[config.mk]
export PLATFORM = sky130hd
export DESIGN_NAME = rv32_scoreboard_hazard
export DESIGN_NICKNAME = d
export VERILOG_FILES = /design/src/rtl/rv32_hazard_pkg.sv /design/src/rtl/rv32_scoreboard_regs.sv /design/src/rtl/rv32_scoreboard_hazard.sv
export SDC_FILE = /design/constraint.sdc
export NUM_CORES = 1
export LEC_CHECK = 0
export CAP_MARGIN = 10
export CELL_PAD_IN_SITES_DETAIL_PLACEMENT = 1
export CELL_PAD_IN_SITES_GLOBAL_PLACEMENT = 2
export CORE_ASPECT_RATIO = 1.4
export CORE_UTILIZATION = 38
export DETAILED_ROUTE_END_ITERATION = 8
export DONT_BUFFER_PORTS = 1
export PLACE_DENSITY = 0.85
export SYNTH_ARGS = -nofsm -noshare
export SYNTH_HDL_FRONTEND = slang
export SYNTH_SLANG_ARGS = --single-unit
export TNS_END_PERCENT = 10
[constraint.sdc]
create_clock -name clk -period 3.32 [get_ports clk]
set_input_delay 0.664 -clock clk [delete_from_list [all_inputs] [get_ports clk]]
set_output_delay 0.664 -clock clk [all_outputs]
set_load 0.05 [all_outputs]
[src/rtl/rv32_hazard_pkg.sv]
// rv32_hazard_pkg: shared types and constants for the scoreboard hazard unit
package rv32_hazard_pkg;
  typedef enum logic {IDLE, DRAIN} fence_state_t;
  localparam int REG_ZERO = 0;
endpackage

[src/rtl/rv32_scoreboard_regs.sv]
// rv32_scoreboard_regs: pending-load bits and outstanding-load counter with same-cycle bypass lookups
module rv32_scoreboard_regs
  import rv32_hazard_pkg::*;
#(
  parameter int REG_BITS = 5,
  parameter int MAX_OUTSTANDING = 2,
  localparam int NUM_REGS = 2 ** REG_BITS,
  localparam int CNT_BITS = $clog2(MAX_OUTSTANDING + 1)
) (
  input  logic                clk,
  input  logic                reset,
  input  logic                accept_i,
  input  logic                set_i,
  input  logic [REG_BITS-1:0] set_rd_i,
  input  logic                resp_i,
  input  logic [REG_BITS-1:0] resp_rd_i,
  input  logic [REG_BITS-1:0] rs1_i,
  input  logic [REG_BITS-1:0] rs2_i,
  input  logic [REG_BITS-1:0] rd_i,
  output logic                rs1_busy_o,
  output logic                rs2_busy_o,
  output logic                rd_busy_o,
  output logic [NUM_REGS-1:0] pending_o,
  output logic [CNT_BITS-1:0] count_o
);
  logic [NUM_REGS-1:0] pending_q, pending_d, set_mask, clr_mask;
  logic [CNT_BITS-1:0] count_q, count_d;
  logic inc, dec;
  // x0 is never marked; set wins over a same-cycle clear; counter ignores a response with nothing in flight
  always_comb begin
    set_mask = (accept_i && set_i && set_rd_i != REG_BITS'(REG_ZERO)) ? NUM_REGS'(1) << set_rd_i : '0;
    clr_mask = resp_i ? NUM_REGS'(1) << resp_rd_i : '0;
    pending_d = (pending_q & ~clr_mask) | set_mask;
    dec = resp_i && count_q != '0;
    inc = accept_i && (count_q != CNT_BITS'(MAX_OUTSTANDING) || dec);
    count_d = (inc && !dec) ? count_q + CNT_BITS'(1) : (!inc && dec) ? count_q - CNT_BITS'(1) : count_q;
  end
  // scoreboard state
  always_ff @(posedge clk or posedge reset) begin
    if (reset) begin
      pending_q <= '0;
      count_q <= '0;
    end else begin
      pending_q <= pending_d;
      count_q <= count_d;
    end
  end
  // a register whose load returns this cycle is already available
  always_comb begin
    rs1_busy_o = pending_q[rs1_i] && !(resp_i && resp_rd_i == rs1_i);
    rs2_busy_o = pending_q[rs2_i] && !(resp_i && resp_rd_i == rs2_i);
    rd_busy_o = pending_q[rd_i] && !(resp_i && resp_rd_i == rd_i);
  end
  assign pending_o = pending_q;
  assign count_o = count_q;
endmodule

[src/rtl/rv32_scoreboard_hazard.sv]
// rv32_scoreboard_hazard: load scoreboard, fence drain FSM and pipeline stall/flush chain
module rv32_scoreboard_hazard
  import rv32_hazard_pkg::*;
#(
  parameter int REG_BITS = 5,
  parameter int MAX_OUTSTANDING = 2,
  localparam int NUM_REGS = 2 ** REG_BITS,
  localparam int CNT_BITS = $clog2(MAX_OUTSTANDING + 1)
) (
  input  logic                clk,
  input  logic                reset,
  input  logic [REG_BITS-1:0] decode_rs1_unreg_in,
  input  logic [REG_BITS-1:0] decode_rs2_unreg_in,
  input  logic                decode_rs1_read_unreg_in,
  input  logic                decode_rs2_read_unreg_in,
  input  logic [REG_BITS-1:0] decode_rd_unreg_in,
  input  logic                decode_rd_write_unreg_in,
  input  logic                decode_mem_fence_unreg_in,
  input  logic [REG_BITS-1:0] execute_rd_in,
  input  logic                execute_rd_write_in,
  input  logic                execute_mem_fence_in,
  input  logic                mem_branch_mispredicted_in,
  input  logic                instr_read_in,
  input  logic                instr_ready_in,
  input  logic                data_read_in,
  input  logic                data_write_in,
  input  logic                data_ready_in,
  input  logic                data_resp_valid_in,
  input  logic [REG_BITS-1:0] data_resp_rd_in,
  output logic                fetch_stall_out,
  output logic                decode_stall_out,
  output logic                decode_flush_out,
  output logic                execute_stall_out,
  output logic                execute_flush_out,
  output logic                mem_stall_out,
  output logic                mem_flush_out,
  output logic                writeback_flush_out,
  output logic [NUM_REGS-1:0] pending_out,
  output logic [CNT_BITS-1:0] outstanding_out
);
  fence_state_t state_q, state_d;
  logic rs1_busy, rs2_busy, rd_busy, raw, waw, slot_full, fetch_wait, execute_wait, fence_wait;

  rv32_scoreboard_regs #(.REG_BITS(REG_BITS), .MAX_OUTSTANDING(MAX_OUTSTANDING)) u_regs (
    .clk(clk),
    .reset(reset),
    .accept_i(data_read_in && data_ready_in),
    .set_i(execute_rd_write_in),
    .set_rd_i(execute_rd_in),
    .resp_i(data_resp_valid_in),
    .resp_rd_i(data_resp_rd_in),
    .rs1_i(decode_rs1_unreg_in),
    .rs2_i(decode_rs2_unreg_in),
    .rd_i(decode_rd_unreg_in),
    .rs1_busy_o(rs1_busy),
    .rs2_busy_o(rs2_busy),
    .rd_busy_o(rd_busy),
    .pending_o(pending_out),
    .count_o(outstanding_out)
  );

  // fence state register
  always_ff @(posedge clk or posedge reset) begin
    if (reset) state_q <= IDLE;
    else state_q <= state_d;
  end
  // a fence leaving execute waits in DRAIN until every load has returned and no store is on the bus
  always_comb begin
    state_d = state_q;
    if (state_q == IDLE) state_d = (execute_mem_fence_in && !execute_stall_out && !mem_branch_mispredicted_in) ? DRAIN : IDLE;
    else state_d = (outstanding_out == '0 && !data_write_in) ? IDLE : DRAIN;
  end
  // stall/flush priority chain, purely combinational
  always_comb begin
    raw = (decode_rs1_read_unreg_in && rs1_busy) || (decode_rs2_read_unreg_in && rs2_busy);
    waw = decode_rd_write_unreg_in && decode_rd_unreg_in != REG_BITS'(REG_ZERO) && rd_busy;
    slot_full = data_read_in && outstanding_out == CNT_BITS'(MAX_OUTSTANDING) && !data_resp_valid_in;
    fetch_wait = instr_read_in && !instr_ready_in;
    execute_wait = (data_read_in || data_write_in) && !data_ready_in;
    fence_wait = decode_mem_fence_unreg_in || execute_mem_fence_in || state_q == DRAIN;
    mem_stall_out = 1'b0;
    execute_stall_out = mem_stall_out || execute_wait || slot_full;
    decode_stall_out = execute_stall_out;
    fetch_stall_out = decode_stall_out || raw || waw || fetch_wait || fence_wait;
    decode_flush_out = fetch_stall_out || mem_branch_mispredicted_in;
    execute_flush_out = decode_stall_out || mem_branch_mispredicted_in;
    mem_flush_out = execute_stall_out;
    writeback_flush_out = mem_stall_out;
  end
endmodule

# Yosys cells after proc, flatten, opt, wreduce, memory -nomap -nowiden
# Cells that the tools add are included.
[totals] ff_bits=35 in_bits=40 out_inout_bits=42 elab_cells=83
[classes] n_addsub=2 order_cmp=3 n_eq_ne=5 shifts=2 muxes=13 bitwise=3 n_reduce_logical=52
[op_table] op="two-way mux 32 bit" count=2
[op_table] op="<< shifter 1 x 5 -> 32 bit, first input constant" count=2
[op_table] op="bitwise AND 32 bit" count=1
[op_table] op="inverter 32 bit" count=1
[op_table] op="bitwise OR 32 bit" count=1
[op_table] op="logical AND 1 bit" count=24
[op_table] op="< comparator 5 x 6 -> 1 bit, second input constant" count=3
[op_table] op="binary-select mux 1 bit (select 5 bit)" count=3
[op_table] op="== test 5 bit" count=3
[op_table] op="logical OR 1 bit" count=12
[op_table] op="logical NOT 1 bit" count=11
[op_table] op="nonzero test 5 bit" count=2
[op_table] op="two-way mux 1 bit" count=6
[op_table] op="two-way mux 2 bit" count=2
[op_table] op="nonzero test 2 bit" count=2
[op_table] op="adder 2 x 1 -> 2 bit, second input constant" count=1
[op_table] op="== test 2 bit, second input constant" count=1
[op_table] op="logical NOT 2 bit" count=1
[op_table] op="!= test 2 bit, second input constant" count=1
[op_table] op="subtractor 2 x 1 -> 2 bit, second input constant" count=1

# Longest topological paths before layout
[logic_depth] word_depth=11 depth_mapped=7 mapped_depth_nobuf=6

# Modules after synthesis
# Synthesis repeated with hierarchy kept, for this count alone.
[hier_totals] cells_unflattened=277 hier_area_um2=2805.2
[modules_own_cells] mod="rv32_scoreboard_regs" instances=1 cells_per_inst=253 area_each_um2=2617.5 seq_area_each_um2=850.8
[modules_own_cells] mod="rv32_scoreboard_hazard" instances=1 cells_per_inst=24 area_each_um2=187.7 seq_area_each_um2=25.0

# Worst setup path before layout
# No wires, ideal clock.
[synth_timing] kind="input -> output" from="in decode_rd_unreg_in[0]" to="out fetch_stall_out" arrival_ps=2769 required_time_ps=2656 path_slack_ps=-113 stages=6 path_buffers=1 path_cell_list="clkbuf_1 > mux4_2 > mux2_2 > nor3b_1 > nor4_1 > or4_1"
[synth_between] elab_chain_cells=8 elab_cells_between_ends=12 classes_between="eq/ne: 1; mux: 2; reduce/logical: 9"
[synth_rtl] element="start, declared" line="rv32_scoreboard_hazard.sv:16" rtl="input logic [REG_BITS-1:0] decode_rd_unreg_in,"
[synth_rtl] element="branches (longest 4 deep; another with binary-select mux 1 bit (select 5 bit))"
[synth_rtl] element="logical AND 1 bit (*)" line="rv32_scoreboard_hazard.sv:76" rtl="waw = decode_rd_write_unreg_in && decode_rd_unreg_in != REG_BITS'(REG_ZERO) && rd_busy;"
[synth_rtl] element="logical OR 1 bit (*) (3 in series)" line="rv32_scoreboard_hazard.sv:84" rtl="fetch_stall_out = decode_stall_out || raw || waw || fetch_wait || fence_wait;"
[synth_rtl] element="end, declared" line="rv32_scoreboard_hazard.sv:30" rtl="output logic fetch_stall_out,"
# Mark *: on every way between the ends. The select of a mux whose other input is x is not followed.

# Final worst setup path
[layout_timing] from="reg u_regs.pending_q[8], in the netlist u_regs.pending_o[8]" to="out fetch_stall_out"
[layout_between] elab_chain_cells=9 elab_cells_between_ends=17 classes_between="mux: 6; reduce/logical: 11"
[layout_rtl] element="start, declared" line="rv32_scoreboard_regs.sv:26" rtl="logic [NUM_REGS-1:0] pending_q, pending_d, set_mask, clr_mask;"
[layout_rtl] element="start signal, assigned" line="rv32_scoreboard_regs.sv:44" rtl="pending_q <= pending_d;"
[layout_rtl] element="binary-select mux 1 bit (select 5 bit), on equally long branches" line="rv32_scoreboard_regs.sv:50, rv32_scoreboard_regs.sv:51"
[layout_rtl] element="two-way mux 1 bit, on equally long branches" line="rv32_scoreboard_regs.sv:50, rv32_scoreboard_regs.sv:51"
[layout_rtl] element="logical AND 1 bit, on equally long branches" line="rv32_scoreboard_regs.sv:50, rv32_scoreboard_regs.sv:51"
[layout_rtl] element="logical AND 1 bit" line="rv32_scoreboard_hazard.sv:75" rtl="raw = (decode_rs1_read_unreg_in && rs1_busy) || (decode_rs2_read_unreg_in && rs2_busy);"
[layout_rtl] element="logical OR 1 bit" line="rv32_scoreboard_hazard.sv:75"
[layout_rtl] element="logical OR 1 bit" line="rv32_scoreboard_hazard.sv:84"
[layout_rtl] element="logical OR 1 bit (*) (3 in series)" line="rv32_scoreboard_hazard.sv:84"
# Mark *: on every way between the ends. The rest lies on a longest branch, timed or not. The select of a mux whose other input is x is not followed.

==> impl_results.md <==
- Number of global-route vias before repair: 2544
- Setup violators final: 0
- Final Hold Viols: 0
- Boundary pin count: 82
- Synth Flop Type: dfrtp_1
- Clk sinks: 35
- Final GP Congestion: 0.948
- CP Class: flop to output port
- Critical R2R Capture: u_regs.count_o[1]
- DR WL/cell: 23.9 um
- Post-route ant nets: 0
- Fin crit period: 3290 ps
- DR iter-0 viols: 104
- Worst Hold Class: input pin to asynchronous set/reset pin
- Total CTS buffers: 5
- Antenna violations before repair: 0
- Final setup TNS: 0 ps
- CTS tree: built
- Largest fanout on the critical path: 3
- GRT Overall Usage: 26.3%
- Yosys Warn Count: 0
- Core area: 6700 sq um
- P_int: 0.000898 W
- Area leader, netlist: dfrtp_1
- Clock transition at the registers of the reported paths: 70 ps
- Die width: 73.0 um
- Final period utilization: 99.0%
- Post-Syn Area: 2680 sq um
- Yosys cell types: 46
- Register-to-Register Path Depth: 5
- Leakage power: 1.28 nW
- Crit-path cells: mux4_1 -> mux2_2 -> nor3b_2 -> a2111o_1 -> o41ai_2 -> or4_1 -> buf_6
- Ant. Diodes: 0
- Psw: 0.000639 W
- Worst Skew: 4.52 ps
- Area growth, synth to finish: 15.5%
- Largest net degree at the start of global routing: 36
- Combinational share of power: 39.9%
- Pre-antenna DRT Iters: 4
- First-pass GRT wire length: 14.3 mm
- Max-Cap Viols: 0
- Inst Count DP: 382
- Post-Synthesis Cells: 273
- Residual DRC: 0
- Slowest CP cell: or4_1
- Sw Ratio: 41.6%
- Total power: 0.00154 W
- R2r startpoint: u_regs.count_o[1]
- #FFs+latches synth: 35
- Post-synth EDFFs: 0
- Slew headroom: 59.5%
- # fillers: 784
- Top cell type's share of synthesized area: 32.6%
- Fin util: 46.3%
- Crit. End Element: output port
- Initial Util: 40.1%
- Row cnt: 35
- Fin. max-slew vios: 0
- CTS H-tree depth: 2
- Vias: 2436
- Max stage delay on crit path: 540 ps
- Max rail drop VDD: 342 uV
- Cell Pwr Density: 496 nW/um^2
- DP HPWL: 7.34 mm
- Post-Route WL: 9.33 mm
- Top cells by area, synth: dfrtp_1, o21ai_0, mux4_2
- Internal reg-to-reg setup slack: 1670 ps
- Sequential area share after synthesis: 32.6%
- Max Fclk: 0.304 GHz
- Clock power share: 22.2%
- RSZ-0062 raised after global routing: true
- Layout cells sized above 1: 23.7%
- Root Driver: clkbuf_8
- Most frequent cells after synthesis: o21ai_0, dfrtp_1, mux2i_1, nand2_1, xnor2_1
- Clk buf depth: 2
- Min Hold Slack: 366 ps
- Die height: 101 um
- Outcome: complete, no violations
- Worst-Skew Late Latency: 290 ps
- Port buffer count: 0
- Die ar.: 7410 sq um
- Count leader, synth: o21ai_0
- Data required, critical path: 2660 ps
- Worst-Margin Slew: 608 ps
- Asr flop ratio synth: 100%
- Final nets: 339
- Sequential power share: 37.9%
- Vias per cell: 6.23
- Finished Layout Cells: 391
- Category of the worst setup path launch point: flop
- CP Launch Point: u_regs.pending_o[8]
- Avg Synthesized Cell Area: 9.83 sq um
- Critical path arrival: 2620 ps
- Grt ovf: 0
-- how the worst max path moves through the flow --
stage	to	slack [ps]	cells after the start
final	fetch_stall_out	30	7
after global placement	fetch_stall_out	50	7
after detailed placement	fetch_stall_out	20	7
after CTS	fetch_stall_out	2	8
after global routing	fetch_stall_out	-60	8
after floorplan	fetch_stall_out	9	7
-- layout by cell type (no fill, tap or decap), drive strengths merged, types with 6 or more instances in the layout --
| cell type | count |
|---|---|
| nor2 | 8 |
| xnor2 | 12 |
| nand3 | 8 |
| dfrtp | 35 |
| buf | 37 |
| xor2 | 6 |
| clkbuf | 8 |
| mux2i | 16 |
| mux4 | 17 |
| nand3b | 7 |
| nand2 | 12 |
| o21ai | 68 |
| nor3b | 6 |
-- routing by layer --
metal	vias to the layer above	global-route usage, %	wire length [um]
met4	0	11.5	304
met2	96	45.5	4920
li1	1083	-	-
met3	23	4.38	593
met1	1234	31.8	3510
met5	-	0	0
-- flip-flops by register name (all words and copies together), names as in the netlist --
signal and count:
u_regs.count_o 2, u_regs.pending_o 32, state_q 1
-- what timing repair did --
item | CTS | global route
pin swaps | 0 | 2
cloned | 0 | 0
endpoints found under the setup margin | 1 | 2
hold buffers | 0 | 0
resized for setup | 2 | 4
setup buffers | 1 | 0
-- stage by stage --
step	instance area, sq um	setup WS, ps
2_1_floorplan	2690	8.98
3_3_place_gp	2970	52.3
3_5_place_dp	2970	22.2
4_1_cts	3080	2.16
5_1_grt	3100	-61.9
6_report	3100	32.9
-- area by class of cell --
class / count / area, sq um / area share (%)
tap: 92 / 115 / 3.71
sequential: 35 / 877 / 28.3
multi-input combinational: 215 / 1710 / 55.1
timing repair buffer: 37 / 285 / 9.20
inverter: 4 / 15.0 / 0.484
clock buffer: 8 / 100 / 3.23
-- critical path, delay by kind of cell, from the launching register on --
kind                   cells  cell delay [ps]
buffers and inverters      1              170
DFF                        1              440
muxes                      2              790
AOI/OAI and AO/OA          2              240
and+or+nand+nor            2              700
-- power by group through the flow --
stage          Clock, W  Sequential, W  Combinational (W)
6_report       0.000341       0.000583           0.000614
5_1_grt        0.000361       0.000589           0.000653
4_1_cts        0.000346       0.000580           0.000611
3_5_place_dp          0       0.000589           0.000606
3_3_place_gp          0       0.000586           0.000594
2_1_floorplan         0       0.000762           0.000282
-- logic make-up (layout without fill, tap and decap cells) --
logic type,after synthesis,in the layout,synth area share [%]
buffers and inverters,24,49,4.94
AOI/OAI and AO/OA,86,86,17.6
DFF,35,35,32.6
muxes,38,38,23.2
adders and majority gates,1,1,0.466
and+or+nand+nor,70,70,15.2
other,1,2,0.140
xor gates and xnor gates,18,18,5.87
(Power assumes the default switching activity.)
